$ cat src/rtl/ddr_pkg.sv
// Shared definitions for the HDR-DDR RX read sequencer: RX mode codes, error codes
// and the sequencer state encoding.
package ddr_pkg;

    typedef enum logic [2:0] {
        RX_PREAMBLE     = 3'b000,
        RX_CRC_PREAMBLE = 3'b001,
        RX_DESER_BYTE   = 3'b011,
        RX_CHECK_TOKEN  = 3'b111,
        RX_CHECK_PAR    = 3'b110,
        RX_CHECK_CRC    = 3'b010,
        RX_ERROR        = 3'b100
    } rx_mode_e;

    typedef enum logic [2:0] {
        ERR_NONE     = 3'd0,
        ERR_PARITY   = 3'd1,
        ERR_TOKEN    = 3'd2,
        ERR_CRC      = 3'd3,
        ERR_PREAMBLE = 3'd4,
        ERR_TIMEOUT  = 3'd5,
        ERR_OVERRUN  = 3'd6
    } err_code_e;

    typedef enum logic [3:0] {
        ST_IDLE, ST_PRE1, ST_PRE2, ST_BYTE_HI, ST_BYTE_LO,
        ST_PAR, ST_TOKEN, ST_CRC, ST_ERR, ST_FIN
    } seq_state_e;

    // What the RX block reports alongside a mode-done edge.
    typedef struct packed {
        logic       pre;
        logic       error;
        logic [7:0] data;
    } rx_rsp_t;

    function automatic rx_mode_e state_rx_mode(seq_state_e s);
        rx_mode_e m;
        case (s)
            ST_BYTE_HI, ST_BYTE_LO: m = RX_DESER_BYTE;
            ST_PAR:                 m = RX_CHECK_PAR;
            ST_TOKEN:               m = RX_CHECK_TOKEN;
            ST_CRC:                 m = RX_CHECK_CRC;
            ST_ERR:                 m = RX_ERROR;
            default:                m = RX_PREAMBLE;
        endcase
        return m;
    endfunction

endpackage

$ cat src/rtl/ddr_seq_timeout.sv
// Per-state watchdog: counts cycles while enabled, cleared on state change,
// flags expiry on the last allowed cycle and holds there.
module ddr_seq_timeout #(
    parameter int TIMEOUT_CYC = 1024
) (
    input  logic i_sys_clk,
    input  logic i_sys_rst,
    input  logic i_clr,
    input  logic i_en,
    output logic o_expire
);

    localparam int CNT_W = (TIMEOUT_CYC > 1) ? $clog2(TIMEOUT_CYC) : 1;
    localparam logic [CNT_W-1:0] LIMIT = CNT_W'(TIMEOUT_CYC - 1);

    logic [CNT_W-1:0] cnt;

    assign o_expire = i_en && (cnt == LIMIT);

    always_ff @(posedge i_sys_clk or negedge i_sys_rst) begin
        if (!i_sys_rst)
            cnt <= '0;
        else if (i_clr)
            cnt <= '0;
        else if (i_en && !o_expire)
            cnt <= cnt + 1'b1;
    end

endmodule

$ cat src/rtl/ddr_rx_sequencer.sv
// Controller-read sequencer for the HDR-DDR RX deserializer: walks preamble, data
// words and the CRC word one RX mode at a time, returning bytes, done and error code.
module ddr_rx_sequencer
    import ddr_pkg::*;
#(
    parameter int WCNT_W      = 5,
    parameter int TIMEOUT_CYC = 1024
) (
    input  logic              i_sys_clk,
    input  logic              i_sys_rst,
    input  logic              i_start,
    input  logic              i_abort,
    input  logic [WCNT_W-1:0] i_words,
    input  logic              i_rx_mode_done,
    input  logic              i_rx_pre,
    input  logic              i_rx_error,
    input  logic [7:0]        i_rx_data,
    output logic              o_rx_en,
    output logic [2:0]        o_rx_mode,
    output logic [7:0]        o_data,
    output logic              o_data_valid,
    output logic              o_word_ok,
    output logic [WCNT_W-1:0] o_word_cnt,
    output logic              o_done,
    output logic              o_early,
    output logic [2:0]        o_err_code
);

    seq_state_e        state, state_nxt;
    logic [1:0]        done_pipe;
    rx_rsp_t           rsp_q;
    logic              done_rise;
    logic              tmo_expire;

    logic              p1_q, p1_nxt;
    logic [WCNT_W-1:0] words_q, word_cnt;
    err_code_e         err_q, err_set;
    logic              early_q, early_set;
    logic              start_acc, data_pulse, word_pulse;

    logic              rx_en_q, data_valid_q, word_ok_q, done_q;
    rx_mode_e          rx_mode_q;
    logic [7:0]        data_q;

    // RX outputs are sampled together with the done level so they only need to be
    // valid while done is high, not through the detect latency.
    always_ff @(posedge i_sys_clk or negedge i_sys_rst) begin
        if (!i_sys_rst) begin
            done_pipe <= '0;
            rsp_q     <= '0;
        end else begin
            done_pipe <= {done_pipe[0], i_rx_mode_done};
            rsp_q     <= '{pre: i_rx_pre, error: i_rx_error, data: i_rx_data};
        end
    end

    assign done_rise = done_pipe[0] & ~done_pipe[1];

    ddr_seq_timeout #(.TIMEOUT_CYC(TIMEOUT_CYC)) u_timeout (
        .i_sys_clk (i_sys_clk),
        .i_sys_rst (i_sys_rst),
        .i_clr     (state_nxt != state),
        .i_en      (state != ST_IDLE),
        .o_expire  (tmo_expire)
    );

    always_ff @(posedge i_sys_clk or negedge i_sys_rst) begin
        if (!i_sys_rst) state <= ST_IDLE;
        else            state <= state_nxt;
    end

    always_comb begin
        state_nxt  = state;
        p1_nxt     = p1_q;
        err_set    = ERR_NONE;
        early_set  = 1'b0;
        start_acc  = 1'b0;
        data_pulse = 1'b0;
        word_pulse = 1'b0;
        case (state)
            ST_IDLE: if (i_start) begin
                state_nxt = ST_PRE1;
                start_acc = 1'b1;
            end
            ST_PRE1: if (done_rise) begin
                p1_nxt    = rsp_q.pre;
                state_nxt = ST_PRE2;
            end
            ST_PRE2: if (done_rise) begin
                case ({p1_q, rsp_q.pre})
                    2'b10: if (word_cnt < words_q) state_nxt = ST_BYTE_HI;
                           else begin err_set = ERR_OVERRUN; state_nxt = ST_ERR; end
                    2'b01: begin
                        state_nxt = ST_TOKEN;
                        early_set = (word_cnt < words_q);
                    end
                    default: begin err_set = ERR_PREAMBLE; state_nxt = ST_ERR; end
                endcase
            end
            ST_BYTE_HI: if (done_rise) begin
                data_pulse = 1'b1;
                state_nxt  = ST_BYTE_LO;
            end
            ST_BYTE_LO: if (done_rise) begin
                data_pulse = 1'b1;
                state_nxt  = ST_PAR;
            end
            ST_PAR: if (done_rise) begin
                if (rsp_q.error) begin err_set = ERR_PARITY; state_nxt = ST_ERR; end
                else begin word_pulse = 1'b1; state_nxt = ST_PRE1; end
            end
            ST_TOKEN: if (done_rise) begin
                if (rsp_q.error) begin err_set = ERR_TOKEN; state_nxt = ST_ERR; end
                else state_nxt = ST_CRC;
            end
            ST_CRC: if (done_rise) begin
                if (rsp_q.error) begin err_set = ERR_CRC; state_nxt = ST_ERR; end
                else state_nxt = ST_FIN;
            end
            ST_ERR:  if (done_rise) state_nxt = ST_FIN;
            ST_FIN:  state_nxt = ST_IDLE;
            default: state_nxt = ST_IDLE;
        endcase
        // A dead bus gets no ERROR mode: go straight to FIN.
        if (tmo_expire && state != ST_IDLE && state != ST_FIN) begin
            state_nxt  = ST_FIN;
            err_set    = ERR_TIMEOUT;
            early_set  = 1'b0;
            data_pulse = 1'b0;
            word_pulse = 1'b0;
        end
        if (i_abort) begin
            state_nxt  = ST_IDLE;
            err_set    = ERR_NONE;
            early_set  = 1'b0;
            start_acc  = 1'b0;
            data_pulse = 1'b0;
            word_pulse = 1'b0;
        end
    end

    // Outputs are registered from the next state so the RX sees its new mode
    // two cycles after its done edge, and abort drops rx_en immediately.
    always_ff @(posedge i_sys_clk or negedge i_sys_rst) begin
        if (!i_sys_rst) begin
            p1_q         <= 1'b0;
            words_q      <= '0;
            word_cnt     <= '0;
            err_q        <= ERR_NONE;
            early_q      <= 1'b0;
            rx_en_q      <= 1'b0;
            rx_mode_q    <= RX_PREAMBLE;
            data_q       <= '0;
            data_valid_q <= 1'b0;
            word_ok_q    <= 1'b0;
            done_q       <= 1'b0;
        end else begin
            p1_q         <= p1_nxt;
            rx_en_q      <= (state_nxt != ST_IDLE) && (state_nxt != ST_FIN);
            rx_mode_q    <= state_rx_mode(state_nxt);
            data_valid_q <= data_pulse;
            word_ok_q    <= word_pulse;
            done_q       <= (state_nxt == ST_FIN);
            if (data_pulse) data_q <= rsp_q.data;
            if (start_acc) begin
                words_q  <= i_words;
                word_cnt <= '0;
                err_q    <= ERR_NONE;
                early_q  <= 1'b0;
            end else begin
                if (word_pulse && word_cnt != '1) word_cnt <= word_cnt + 1'b1;
                if (err_set != ERR_NONE && err_q == ERR_NONE) err_q <= err_set;
                if (early_set) early_q <= 1'b1;
            end
        end
    end

    assign o_rx_en      = rx_en_q;
    assign o_rx_mode    = rx_mode_q;
    assign o_data       = data_q;
    assign o_data_valid = data_valid_q;
    assign o_word_ok    = word_ok_q;
    assign o_word_cnt   = word_cnt;
    assign o_done       = done_q;
    assign o_early      = early_q;
    assign o_err_code   = err_q;

endmodule
$ cat config.mk
export PLATFORM = sky130hd
export DESIGN_NAME = ddr_rx_sequencer
export DESIGN_NICKNAME = d
export VERILOG_FILES = /design/src/rtl/ddr_pkg.sv /design/src/rtl/ddr_seq_timeout.sv /design/src/rtl/ddr_rx_sequencer.sv
export SDC_FILE = /design/constraint.sdc
export NUM_CORES = 1
export LEC_CHECK = 0
export BUFFER_PORTS_ARGS = -buffer_cell sky130_fd_sc_hd__buf_4
export CAP_MARGIN = 20
export CELL_PAD_IN_SITES_DETAIL_PLACEMENT = 0
export CELL_PAD_IN_SITES_GLOBAL_PLACEMENT = 2
export CORE_MARGIN = 4
export CORE_UTILIZATION = 37
export DETAILED_ROUTE_END_ITERATION = 7
export GPL_ROUTABILITY_DRIVEN = 0
export GPL_TIMING_DRIVEN = 0
export PLACE_DENSITY = 0.8
export SYNTH_ARGS = -nofsm -noshare
export SYNTH_HDL_FRONTEND = slang
export SYNTH_HIERARCHICAL = 1
export SYNTH_SLANG_ARGS = --single-unit
$ cat constraint.sdc
create_clock -name i_sys_clk -period 4 [get_ports i_sys_clk]
set_clock_uncertainty 0.05 [all_clocks]
set_input_delay 0.6 -clock i_sys_clk [delete_from_list [all_inputs] [get_ports i_sys_clk]]
set_output_delay 0.6 -clock i_sys_clk [all_outputs]
set_load 0.02 [all_outputs]
# After elaboration in Yosys (flattened, before gate mapping)
# Cells that the tools add are included.
# totals
reg_bits	56
in_bits	20
out_inout_bits	24
wordCells	119
# op_classes
addsub	2
order_cmp	1
n_eq_ne	22
mux	55
bitwise	2
reduce_logical	20
# ops
operator	count
$mux W4	14
$pmux W4 S9	1
$eq A4 B3 Y1 const B	8
$mux W1	22
$mux W10	2
$mux W3	6
$pmux W3 S5	1
$eq A4 B2 Y1 const B	3
$eq A4 B4 Y1 const B	3
$pmux W3 S4	1
$add A10 B1 Y10 const B	1
$eq A10 B10 Y1 const B	1
$mux W5	2
$mux W2	4
$ne A4 B4 Y1 const B	2
$pmux W4 S2	1
$reduce_bool A2 Y1	4
$reduce_bool A4 Y1	2
$logic_and A1 B1 Y1	7
$pmux W3 S2	1
$add A5 B1 Y5 const B	1
$lt A5 B5 Y1	1
$ne A5 B5 Y1 const B	1
$eq A4 B1 Y1 const B	1
11 further kinds	12

# Logic depth before layout (Yosys ltp)
# depth
word_depth	11
ltp_mapped	15

# Cells and area by module
# The synthesis kept the hierarchy.
# modules_own_cells
mod	n_inst	cells_each	area_per_inst_um2
ddr_rx_sequencer	1	224	2417.3
ddr_seq_timeout	1	56	554.3

# Worst setup path after synthesis
# Ideal clock, no wire load.
# synth_timing
path_kind	reg2reg
startpoint	reg state[2]
endpoint	reg u_timeout.cnt[2]
setup_time_ps	136
t_arrival_ps	2723
required_time_ps	3814
slack_ps	1091
path_stages_with_launch	16
synth_period_minus_slack_ps	2909
cell_sequence	dfrtp_1 -> buf_6 -> nor2_1 -> nand2_1 -> nand3_1 -> or2_1 -> nor3_1 -> o21ai_2 -> and2b_1 -> o311a_1 -> buf_6 -> xnor2_2 -> o311a_1 -> nand3_1 -> buf_1 -> nor3_1
# synth_via
elab_chain_cells	8
elab_cells_between_ends	31
cone_classes	eq/ne (10); mux (13); reduce/logical (8)
# synth_rtl
item	line_no	text
start, declared	ddr_rx_sequencer.sv:29	seq_state_e state, state_nxt;
start signal, assigned	ddr_rx_sequencer.sv:69	else state <= state_nxt;
$reduce_bool A4 Y1 *	ddr_rx_sequencer.sv:63	.i_en (state != ST_IDLE),
$logic_and A1 B1 Y1 *	ddr_seq_timeout.sv:18	assign o_expire = i_en && (cnt == LIMIT);
net tmo_expire	ddr_rx_sequencer.sv:33	logic tmo_expire;
$logic_and A1 B1 Y1 * (2 in series)	ddr_rx_sequencer.sv:125	if (tmo_expire && state != ST_IDLE && state != ST_FIN) begin
$mux W4 *	ddr_rx_sequencer.sv:125	
$mux W4 *	ddr_rx_sequencer.sv:132	if (i_abort) begin
net state_nxt[1]	ddr_rx_sequencer.sv:29	
$ne A4 B4 Y1 *	ddr_rx_sequencer.sv:62	.i_clr (state_nxt != state),
$mux W10 / $reduce_bool A2 Y1 (equally long branches)	-	
end signal, assigned	ddr_seq_timeout.sv:26	cnt <= cnt + 1'b1;
end, declared	ddr_seq_timeout.sv:16	logic [CNT_W-1:0] cnt;
# The timed path passes the listed nets; every way through them passes the cells marked *.
# A chain may end at the register's enable or synchronous reset.

# Final worst setup path
# layout_timing
startpoint	reg state[2]
endpoint	reg u_timeout.cnt[4]
# Same word-level chain as after synthesis.

==> impl_metrics.py <==
metrics = {
    "synthesis": {
        "yosysWarningCount": 6,
        "syn_area_um2": 2970,
        "postSynthAreaPerCell_um2": 10.6,
        "synth.area.top_cells": "dfrtp_1 (47%), nor2_1 (3.9%), ha_1 (3.8%)",
        "async_flop_share": 1.00,
        "syn_nets": 309,
        "synth_top_area_share": 0.472,
        "synth.distinct_cells": 66,
        "synth_cells": 280,
        "synth_flop_cell": "dfrtp_1",
        "ys_seq_area_frac": 0.472,
        "ys_ff_latch": 56,
        "synth-edff-count": 0,
        "yosys.area.top_type": "dfrtp_1",
    },
    "floorplan": {
        "start_util": 0.383,
        "row_count": 32,
        "die_h_um": 97.6,
        "die_width_um": 97.6,
        "core_area_um2": 7770,
        "floorplan.die_area_um2": 9530,
        "ios": 44,
    },
    "setup_path": {
        "crit_family": "simple AND/OR/NAND/NOR gates",
        "cp.required_ns": 4.14,
        "reg2regPathDepth": 15,
        "timing.rr.end": "u_timeout/cnt[4]$_DFFE_PN0P_",
        "endpoint_kind": "flip-flop",
        "path_class": "flip-flop to flip-flop",
        "crit_path_cell_trace": "buf_6, nor2_1, nand2_1, nand3_1, or2_1, nor3_2, o21ai_2, and2b_1, o311a_1, buf_6, xnor2_2, o311a_1, nand3_1, buf_1, nor3_1",
        "path_buf_inv": 3,
        "critPathArrivalTime_ns": 3.55,
        "crit_start": "state[2]$_DFF_PN0_",
        "cp_max_fo": 10,
        "rr_startpoint": "state[2]$_DFF_PN0_",
        "path_depth": 15,
        "slowest_stage": "dfrtp_1",
        "startpoint_type": "flip-flop",
        "critical_path.endpoint": "u_timeout/cnt[4]$_DFFE_PN0P_",
        "crit_path_max_incr_delay_ns": 0.54,
        "rrSetupSlack_ns": 0.59,
    },
    "clock_network": {
        "cts_tree": "done",
        "cts-root-buf": "clkbuf_8",
        "clkTransAtPathRegs_ns": 0.11,
        "hold_buffers": 0,
        "cts_setup_buffers": 0,
        "cts_htree_levels": 2,
        "worstSkewPairLatency_ns": 0.32,
        "cts_buffers": 5,
        "cts_sinks": 56,
        "clk_path_buf_depth": 2,
    },
    "sta": {
        "fin_crit_ns": 3.41,
        "drv_slew": 0,
        "rsz0062_at_grt": "false",
        "tightestPinTransition_ns": 0.708,
        "max_freq_mhz": 293,
        "setup-violations-final": 0,
        "post-route-period-util": 0.853,
        "relSlewSlack": 0.528,
        "layout_setup_ws_ns": 0.587,
        "fin_tns_setup_ns": 0,
        "hold_violations": 0,
    },
    "placed_design": {
        "port_buffers": 42,
        "place_area_um2": 3410,
        "pre_cts_ws_ns": 0.365,
        "dp.cells": 424,
        "dp_hpwl_um": 4720,
    },
    "layout": {
        "nFillCells": 771,
        "drive_gt1_frac": 0.297,
        "final_util": 0.453,
        "fin_nets": 358,
        "antenna_cells": 0,
        "fin_cells": 432,
        "synthToLayoutAreaGrowth_pct": 18.5,
        "fin_area_um2": 3520,
    },
    "global_routing": {
        "grt.total_usage": 0.144,
        "grt_overflow": 0,
        "grt_max_degree": 57,
        "first_global_vias": 2271,
        "antenna_found_initial": 0,
        "grt_pass1_wl_um": 11300,
    },
    "power_and_ir_drop": {
        "p_per_area_nw_per_um2": 355,
        "p_leak_uw": 0.00163,
        "ir_drop_mv": 0.156,
    },
    "routing": {
        "firstDrtPassIters": 4,
        "vias": 2232,
        "ant_nets": 0,
        "first_iter_violations": 154,
        "drt-total-wl_um": 6410,
        "avgViaCountPerCell": 5.17,
        "post_drt_wl_per_cell_um": 14.8,
        "drc": 0,
    },
    "status": {
        "status": "complete, no violations",
    },
    "flow_run": {
        "drv_cap": 0,
    },
    "hold_path": {
        "hold_class": "input port to async pin",
    },
}
registers in the layout, summed over array words and instances, names as in the netlist, 2 cells and up:
signal	count
o_word_cnt	5
rsp_q	10
u_timeout/cnt	10
words_q	5
o_err_code	3
o_rx_mode	3
state	4
o_data	8
done_pipe	2
kinds of logic (layout without fill, tap and decap cells):
logic type | Yosys count | count (layout) | share of synthesized area
fa+ha+maj | 9 | 9 | 0.0379
flops | 56 | 56 | 0.472
compound gates | 64 | 64 | 0.157
buf+inv | 21 | 71 | 0.0421
xor+xnor | 10 | 10 | 0.0320
mux | 13 | 13 | 0.0476
simple gates | 107 | 107 | 0.212
area by class of cell:
cell class | count | area, um2 | area share
multi-input combinational | 203 | 1450 | 0.412
sequential | 56 | 1400 | 0.398
timing repair buffer | 42 | 315 | 0.0895
tap | 102 | 128 | 0.0362
buffer | 11 | 85.1 | 0.0242
clock buffer | 5 | 68.8 | 0.0195
inverter | 10 | 40.0 | 0.0114
clock inverter | 3 | 33.8 | 0.00959
stage by stage:
step,power [uW],hold slack (ns)
5_1_grt,1330,0.296
6_report,1250,0.264
3_5_place_dp,926,0.362
4_1_cts,1270,0.313
2_1_floorplan,834,0.254
3_3_place_gp,925,0.358
where the power goes:
part	switching, uW	internal, uW	total (uW)
logic	162	113	275
clock network	206	132	339
registers	25.4	610	636
total	394	856	1250
cells in the final DEF (no fill, tap or decap), types with 3 or more instances in the layout:
cell type / count
o21ai_0: 15
a21oi_1: 14
xnor2_1: 3
and2b_1: 3
buf_4: 45
nor2_1: 31
a31oi_1: 6
clkbuf_8: 5
mux2i_1: 4
dfrtp_1: 56
xor2_1: 6
mux2_2: 9
o21ai_1: 3
nor3_1: 5
nand2_1: 22
buf_6: 4
nor3_4: 3
nor2b_1: 3
nand3_1: 9
nand2b_1: 5
inv_1: 9
ha_1: 9
worst min path at each step:
stage / to
floorplan: done_pipe[0]$_DFF_PN0_
global route: rsp_q[6]$_DFF_PN0_
detailed placement: done_pipe[1]$_DFF_PN0_
global placement: done_pipe[1]$_DFF_PN0_
CTS: u_timeout/cnt[1]$_DFFE_PN0P_
finish: u_timeout/cnt[1]$_DFFE_PN0P_
cells in the mapped netlist (3+ instances only):
library cell and instances:
o21ai_0 15, ha_1 9, mux2_2 9, nand2_1 22
buf_4 3, nor2b_1 3, a21oi_1 14, nand2b_1 5
dfrtp_1 56, inv_1 9, and2b_1 3, mux2i_1 4
xor2_1 6, a31oi_1 6, buf_6 4, nor3_4 3
o21ai_1 3, nor3_1 6, nand3_1 9, xnor2_1 3
nor2_1 31
what timing repair did:
item                                    in CTS  in global routing
gates resized for setup                      0                  1
endpoints found under the hold margin        0                  0
endpoints found under the setup margin       0                  4
metal layers:
metal  global-route usage  wire length (um)  up-vias
li1                     -                 -     1105
met1                0.202              3120     1081
met2                0.225              2960       40
met3               0.0309               258        6
met4               0.0362                73        0
met5                    0                 0        -
Note: power is estimated with default switching activity, not from simulation.
